[config.mk]
export PLATFORM = sky130hd
export DESIGN_NAME = ram_frame_capture
export DESIGN_NICKNAME = d
export VERILOG_FILES = /design/src/rtl/ram_pkg.sv /design/src/rtl/ram_store.sv /design/src/rtl/ram_frame_capture.sv
export SDC_FILE = /design/constraint.sdc
export NUM_CORES = 1
export LEC_CHECK = 0
export ABC_AREA = 1
export BUFFER_PORTS_ARGS = -buffer_cell sky130_fd_sc_hd__buf_2
export CAP_MARGIN = 20
export CORE_ASPECT_RATIO = 0.5
export CORE_MARGIN = 10
export CORE_UTILIZATION = 50
export DETAILED_ROUTE_END_ITERATION = 10
export GPL_TIMING_DRIVEN = 0
export PLACE_DENSITY = 0.66
export SKIP_LAST_GASP = 1
export SYNTH_ARGS = -nofsm -noshare
export SYNTH_HDL_FRONTEND = slang
export SYNTH_SLANG_ARGS = --single-unit
[constraint.sdc]
create_clock -name clk -period 2.92 [get_ports clk]
set_clock_uncertainty 0.15 [all_clocks]
set_input_delay 0.146 -clock clk [delete_from_list [all_inputs] [get_ports clk]]
set_output_delay 0.146 -clock clk [all_outputs]
set_load 0.01 [all_outputs]
[src/rtl/ram_pkg.sv]
// Shared types and constants for the frame-capture buffer.
// The parity helper is only referenced when RAM_PARITY_EN is defined.
package ram_pkg;

    localparam int ADDR_W = 5;
    localparam int DEPTH  = 32;

    typedef enum logic [1:0] {
        IDLE    = 2'd0,
        ARM     = 2'd1,
        CAPTURE = 2'd2,
        DRAIN   = 2'd3
    } state_t;

    // Even parity bit: makes the total count of ones, parity bit included, even.
    function automatic logic even_par(input logic [63:0] data);
        return ^data;
    endfunction

endpackage

[src/rtl/ram_store.sv]
// Single-clock storage array: synchronous write port, asynchronous read port.
module ram_store
    import ram_pkg::*;
#(
    parameter int W = 8
) (
    input  logic              clk,
    input  logic              we,
    input  logic [ADDR_W-1:0] waddr,
    input  logic [W-1:0]      wdata,
    input  logic [ADDR_W-1:0] raddr,
    output logic [W-1:0]      rdata
);

    logic [W-1:0] mem_r [DEPTH];

    // Write port; contents are deliberately not cleared by reset.
    always_ff @(posedge clk) begin
        if (we) begin
            mem_r[waddr] <= wdata;
        end
    end

    assign rdata = mem_r[raddr];

endmodule

[src/rtl/ram_frame_capture.sv]
// Captures one address-aligned 32-word frame, then drains it over valid/ready.
// Optional feature macro: RAM_PARITY_EN (stores and checks a per-word even parity bit).
module ram_frame_capture
    import ram_pkg::*;
#(
    parameter int DATA_W = 8
) (
    input  logic              clk,
    input  logic              res,
    input  logic [ADDR_W-1:0] addr_in,
    input  logic              start,
    input  logic [DATA_W-1:0] din,
    output logic              busy,
    output logic              frame_done,
    output logic              sync_err,
    output logic [DATA_W-1:0] dout,
    output logic              dout_valid,
    input  logic              dout_ready,
    output logic [5:0]        rd_count,
    output logic              par_err
);

`ifdef RAM_PARITY_EN
    localparam int SW = DATA_W + 1;
`else
    localparam int SW = DATA_W;
`endif

    state_t            state_r;
    logic [ADDR_W-1:0] exp_addr_r;
    logic [ADDR_W-1:0] rd_ptr_r;
    logic              we_s;
    logic              load_s;
    logic              hs_s;
    logic [SW-1:0]     wdata_s;
    logic [SW-1:0]     rdata_s;

`ifdef RAM_PARITY_EN
    assign wdata_s = {even_par(64'(din)), din};
`else
    assign wdata_s = din;
`endif

    assign hs_s = dout_valid && dout_ready;
    assign busy = (state_r != IDLE);

    // Write enable for the capture path and dout reload strobe for the drain path.
    always_comb begin
        we_s   = 1'b0;
        load_s = 1'b0;
        case (state_r)
            ARM: begin
                we_s = (addr_in == 5'd0);
            end
            CAPTURE: begin
                we_s   = (addr_in == exp_addr_r);
                load_s = we_s && (addr_in == 5'd31);
            end
            DRAIN: begin
                load_s = hs_s && (rd_count != 6'd31);
            end
            default: begin
                we_s   = 1'b0;
                load_s = 1'b0;
            end
        endcase
    end

    ram_store #(.W(SW)) u_store (
        .clk   (clk),
        .we    (we_s),
        .waddr (addr_in),
        .wdata (wdata_s),
        .raddr (rd_ptr_r),
        .rdata (rdata_s)
    );

    // Capture/drain sequencer with registered status and stream outputs.
    always_ff @(posedge clk) begin
        if (res) begin
            state_r    <= IDLE;
            exp_addr_r <= 5'd0;
            rd_ptr_r   <= 5'd0;
            rd_count   <= 6'd0;
            dout       <= '0;
            dout_valid <= 1'b0;
            frame_done <= 1'b0;
            sync_err   <= 1'b0;
        end else begin
            frame_done <= 1'b0;
            sync_err   <= 1'b0;
            if (load_s) begin
                dout     <= rdata_s[DATA_W-1:0];
                rd_ptr_r <= rd_ptr_r + 5'd1;
            end
            case (state_r)
                IDLE: begin
                    if (start) begin
                        state_r  <= ARM;
                        rd_count <= 6'd0;
                        rd_ptr_r <= 5'd0;
                    end
                end
                ARM: begin
                    if (we_s) begin
                        exp_addr_r <= 5'd1;
                        state_r    <= CAPTURE;
                    end
                end
                CAPTURE: begin
                    if (we_s) begin
                        exp_addr_r <= exp_addr_r + 5'd1;
                        if (load_s) begin
                            state_r    <= DRAIN;
                            frame_done <= 1'b1;
                            dout_valid <= 1'b1;
                        end
                    end else begin
                        sync_err <= 1'b1;
                        state_r  <= ARM;
                    end
                end
                DRAIN: begin
                    if (hs_s) begin
                        rd_count <= rd_count + 6'd1;
                        if (rd_count == 6'd31) begin
                            dout_valid <= 1'b0;
                            state_r    <= IDLE;
                        end
                    end
                end
                default: begin
                    state_r <= IDLE;
                end
            endcase
        end
    end

`ifdef RAM_PARITY_EN
    logic dout_par_r;

    // Track the stored parity of the presented word; flag (sticky) on mismatch at handshake.
    always_ff @(posedge clk) begin
        if (res) begin
            dout_par_r <= 1'b0;
            par_err    <= 1'b0;
        end else begin
            if (load_s) begin
                dout_par_r <= rdata_s[DATA_W];
            end
            if (state_r == IDLE && start) begin
                par_err <= 1'b0;
            end else if (state_r == DRAIN && hs_s && (even_par(64'(dout)) != dout_par_r)) begin
                par_err <= 1'b1;
            end
        end
    end
`else
    assign par_err = 1'b0;
`endif

endmodule
== After elaboration in Yosys (flattened, before gate mapping) ==
Memory sizes are Yosys's and may differ from the RTL's. A register that Yosys moved wholly into a read port is not among the register bits.
Cells that the tools add are included.

* $add $sub $neg: 3
* Eq/ne operators: 14
* Muxes and demuxes: 27
* Bitwise gates (word level): 2
* Reduce and logical (&&, ||, !) cells: 15

{| class="wikitable"
|+ Operators by type and width
! kind !! count
|-
| $mux W5 || 5
|-
| $mux W2 || 6
|-
| $mux W6 || 2
|-
| $pmux W6 S2 || 1
|-
| $add A5 B1 Y5 const B || 2
|-
| $pmux W5 S2 || 1
|-
| $reduce_and A5 Y1 || 2
|-
| $mux W1 || 8
|-
| $ne A2 B2 Y1 const B || 4
|-
| $pmux W2 S4 || 1
|-
| $reduce_bool A2 Y1 || 4
|-
| $add A6 B1 Y6 const B || 1
|-
| $eq A6 B5 Y1 const B || 1
|-
| $ne A6 B5 Y1 const B || 1
|-
| $pmux W1 S2 || 3
|-
| $reduce_and A3 Y1 || 2
|-
| $eq A5 B5 Y1 || 1
|-
| $eq A5 B5 Y1 const B || 1
|-
| $logic_not A5 Y1 || 1
|-
| $eq A2 B2 Y1 const B || 2
|-
| $ne A2 B1 Y1 const B || 2
|-
| $logic_and A1 B1 Y1 || 3
|-
| $ne A3 B3 Y1 const B || 1
|-
| $reduce_or A3 Y1 || 1
|-
| other kinds (4) || 5
|}

* Register bits: 21
* RAM bits: 256
* Input bits: 17
* Output and inout port bits: 19
* Word-level logic and storage cells: 69
* Memories: 1

{| class="wikitable"
|+ Memories
! name !! words !! width !! rd ports !! clocked after Yosys merged registers in !! wr ports !! line !! source
|-
| u_store.mem_r || 32 || 8 || 1 || 1 || 1 || ram_store.sv:15 || <nowiki>logic [W-1:0] mem_r [DEPTH];</nowiki>
|}

== Logic depth before layout (Yosys ltp) ==
* Depth in word-level cells: 6
* Gate-level depth with buffers: 13
* Gate-level depth less buffers: 13

== Cells and area by module ==
A second synthesis with hierarchy kept.

* Cell total of the unflattened synthesis: 1132
* Area total of the unflattened synthesis: 12182.9 um^2

{| class="wikitable"
|+ Modules (own cells, without submodules)
! module !! times used !! cells an instance !! area each (um^2) !! sequential area each (um^2)
|-
| ram_store || 1 || 914 || 10626.4 || 7687.4
|-
| ram_frame_capture || 1 || 218 || 1556.5 || 580.6
|}

== Least setup slack after synthesis ==
No wires, ideal clock.

* Path kind: register to register
* Start: register state_r[0]
* End: memory u_store.mem_r[0][0], enable pin
* Setup time: 370 ps
* Data arrival time: 1665 ps
* Data required time: 2400 ps
* Path slack: 734 ps
* Cell stages (with the launch flop): 11
* Path buffers: 0
* Clock period less this slack: 2186 ps
* Path through: dfxtp_1 inv_1 ha_1 nand2_1 nor2_1 nand3_1 nand2_2 nand2_4 clkinv_8 nand2_1 nor2_1

* Word-level cells in the longest chain between the ends: 4
* Elaborated cells between the ends (all ways): 5
* Classes of those cells: 2 x eq/ne; 3 x mux

{| class="wikitable"
|+ RTL lines
! element !! line !! source
|-
| start: declaration || ram_frame_capture.sv:29 || <nowiki>state_t state_r;</nowiki>
|-
| start signal: assignment || ram_frame_capture.sv:81 || <nowiki>state_r <= IDLE;</nowiki>
|-
| start signal: assignment || ram_frame_capture.sv:99 || <nowiki>state_r <= ARM;</nowiki>
|-
| start signal: assignment || ram_frame_capture.sv:107 || <nowiki>state_r <= CAPTURE;</nowiki>
|-
| $eq A2 B2 Y1 / $eq A2 B1 Y1 (equally long branches) || ram_frame_capture.sv:51 || <nowiki>case (state_r)</nowiki>
|-
| $pmux W1 S2 (*) || ram_frame_capture.sv:51 ||
|-
| $mux W1 (*) || ram_store.sv:19 || <nowiki>if (we) begin</nowiki>
|-
| $mux W1 (implied by the code) (*) || ram_store.sv:20 || <nowiki>mem_r[waddr] <= wdata;</nowiki>
|-
| end: declaration || ram_store.sv:15 ||
|}

Mark *: on every way between the ends. The rest lies on a longest branch, timed or not.

== Final worst setup path ==
* Start: register state_r[0]
* End: memory u_store.mem_r[28][7], enable pin

The elaborated chain is that of the path after synthesis.

==> metrics.md <==
| Metric | Value |
|---|---|
| Status | `complete, no violations` |
| Initial Util | `0.5151` |
| Number of I/O pins | `36` |
| Clock sink count | `285` |
| YS warnings | `0` |
| Kind of end point of the critical path | `flop` |
| Die Span Y | `129.2 µm` |
| Routed vias | `8,292` |
| GP Congestion | `0.9122` |
| Number of diodes | `0` |
| Critical path startpoint category | `flop` |
| Chip Width | `238.3 µm` |
| Clk buf depth | `3` |
| Postcts setup bufs | `0` |
| Wire length per cell | `21.02 µm` |
| Unique cell type count in the Yosys netlist | `31` |
| Cell-internal power | `6.605 mW` |
| Dpl ws | `0.9923 ps` |
| Setup TNS | `0 ps` |
| Post-Syn Area | `11,920 µm²` |
| CP arrival | `2910 ps` |
| Worst hold margin | `37.00 ps` |
| Final design utilization | `0.5776` |
| RSZ-0062 raised after global routing | `true` |
| Clock period minus worst slack | `2918 ps` |
| Synth Register Bits | `285` |
| Global-route wire length before repair | `45,930 µm` |
| Area grow syn2layout | `12.12%` |
| Layout cells sized above 1 | `0.1066` |
| # nets final | `1,151` |
| Dominant cell type by area after synthesis | `edfxtp_1` |
| Initial antenna violation count | `1` |
| Die area | `30,780 µm²` |
| Clock power share | `0.420` |
| WP data required | `2910 ps` |
| Clock latency on the worst-skew pair | `520 ps` |
| Yosys top cell area share | `0.6452` |
| Sw Share | `0.2111` |
| Total Wirelength | `30,520 µm` |
| Kind of critical path | `reg -> reg` |
| Core Region | `23,130 µm²` |
| Clk slew on worst S/H paths | `70 ps` |
| Final Power | `8.373 mW` |
| Initial DRC Count | `980` |
| Reg power frac | `0.535` |
| Worst-Margin Slew | `835.8 ps` |
| Largest net degree at the start of global routing | `33` |
| Syn Inst Count | `1,066` |
| I/O Buffers | `31` |
| Register-to-Register Path Depth | `10` |
| Final period utilization | `0.9995` |
| Post-synthesis net count | `1,090` |
| CTS buffer count | `25` |
| GRT Total Usage | `0.1957` |
| Sequential area share after synthesis | `0.6939` |
| Dominant cells by area after synthesis | `edfxtp_1 (65%), nor2_1 (7.3%), o21ai_0 (5.8%), dfxtp_1 (4.9%), nand2_1 (4.0%)` |
| Antenna viol nets, final | `0` |
| FMAX | `342.6 MHz` |
| DR vias/cell | `5.711` |
| Worst Hold Class | `in -> reg` |
| Total gr overflow | `0` |
| Power Density | `626.7 nW/µm²` |
| Setup Viol. Count Final | `0` |
| R2r setup slk | `2 ps` |
| DRC viols | `0` |
| Vias in the first global route | `8,018` |
| Peak VDD IR | `410.2 µV` |
| Avg Inst Size Synth | `11.18 µm²` |
| Fin. Hold Viols | `0` |
| Root buffer cell | `clkbuf_16` |
| CTS tree | `yes` |
| Drt pass-1 iters | `5` |
| Gate power share | `0.045` |
| Final Slew Violations | `0` |
| Rel. slew slack | `0.4407` |
| Leakage | `4.655 nW` |
| Worst setup margin | `1.519 ps` |
| Maxcap violations | `0` |
| H-tree levels | `1` |
| Std-Cell Rows | `39` |
| CP max FO | `8` |
| Psw | `1.767 mW` |
| Hold path depth | `1` |
| DP HPWL | `20,300 µm` |
[synthesized netlist by cell type]
| library cell | n |
|---|---|
| buf_4 | 7 |
| nand3_4 | 3 |
| nor2_1 | 231 |
| buf_6 | 1 |
| nor3_1 | 8 |
| nand2_4 | 2 |
| inv_2 | 4 |
| a31o_2 | 1 |
| or2_2 | 8 |
| conb_1 | 1 |
| o22ai_1 | 2 |
| o21ai_0 | 138 |
| dfxtp_1 | 29 |
| a31oi_1 | 1 |
| buf_1 | 1 |
| nand4_1 | 1 |
| buf_2 | 19 |
| clkbuf_1 | 28 |
| o211a_1 | 1 |
| o211ai_1 | 39 |
| a21oi_1 | 40 |
| nand3_1 | 60 |
| clkinv_8 | 1 |
| xor2_1 | 3 |
| nand2_1 | 126 |
| ha_1 | 7 |
| nand2_2 | 2 |
| inv_1 | 40 |
| edfxtp_1 | 256 |
| a21oi_4 | 1 |
| clkinv_1 | 5 |
[worst max-delay path: stages (launching register included)]
cell	delay, ps
dfxtp_1	360
inv_1	100
ha_1	270
nand2_1	90
nor2_1	100
nand3_1	110
nand2_2	100
nand2_4	120
clkinv_8	100
nand2_1	300
nor2_1	740
[cell families (layout without fill, tap and decap cells)]
| family | after synthesis | in the layout | synth area share |
|---|---|---|---|
| AOI/OAI and AO/OA | 223 | 223 | 0.1039 |
| xor gates and xnor gates | 3 | 3 | 0.002206 |
| adders and majority gates | 7 | 7 | 0.007350 |
| buffers and inverters | 106 | 185 | 0.03927 |
| DFF | 285 | 285 | 0.6939 |
| other | 1 | 1 | 0.0003147 |
| and+or+nand+nor | 441 | 441 | 0.1531 |
[flip-flops by register name, summed over array words and instances, names as in the netlist]
register / cells
rd_count: 6
rd_ptr_r: 5
dout_valid: 1
exp_addr_r: 5
sync_err: 1
frame_done: 1
state_r: 2
dout: 8
u_store.mem_r: 256
[stage by stage]
stage               cell area [µm²]  std cells
finish                        13360       1452
global route                  13360       1452
CTS                           13350       1452
detailed placement            12450       1404
global placement              12450       1404
floorplan                     11920       1066
[power groups by stage]
| stage | sequential, mW | clock, mW | combinational [mW] |
|---|---|---|---|
| detailed placement | 4.57 | 0 | 0.374 |
| global route | 4.48 | 3.71 | 0.428 |
| global placement | 4.57 | 0 | 0.365 |
| floorplan | 4.57 | 0 | 0.217 |
| finish | 4.48 | 3.52 | 0.380 |
| CTS | 4.48 | 3.53 | 0.377 |
[final cells by class]
cell class,instances,area [µm²]
clock inverter,15,180.2
sequential,285,8268
buffer,56,267.8
clock buffer,30,686.9
tap,307,384.1
timing repair buffer,34,185.2
multi-input combinational,675,3187
fill,1923,9771
inverter,50,200.2
[timing repair]
action,CTS,global route
endpoints found under the setup margin,16,79
endpoints found under the hold margin,6,0
pin swaps,0,0
hold buffers,3,0
resized for setup,0,3
[cell usage in the layout, fill, tap and decap left out, types with 2 or more instances in the layout]
master and instances:
edfxtp_1 256, or2_2 8, clkbuf_1 31, ha_1 7, inv_1 40, dlygate4sd3_1 3
clkinv_2 4, xor2_1 3, buf_2 50, clkbuf_16 27, nand3_4 3, nor2_2 3
o211ai_1 39, bufinv_16 4, nor2_1 228, nor3_1 8, o21ai_0 138, nand2_2 2
nand2_4 2, buf_4 7, nand2_1 126, inv_2 4, dfxtp_1 29, inv_4 2
clkinv_1 8, o22ai_1 2, nand3_1 60, a21oi_1 40
[worst paths after layout]
path	startpoint	endpoint
hold / removal	din[6]	u_store.mem_r[18][6]
hold reg to reg	dout[4]	dout[4]
setup reg to reg	state_r[0]	u_store.mem_r[28][7]
setup / recovery	state_r[0]	u_store.mem_r[28][7]
[layer usage]
layer	GRT usage	share of wire
met1	0.2638	0.44
met2	0.3129	0.45
met3	0.05375	0.096
met4	0.04419	0.016
met5	0	0
No activity file was read; power rests on OpenSTA's default activity.
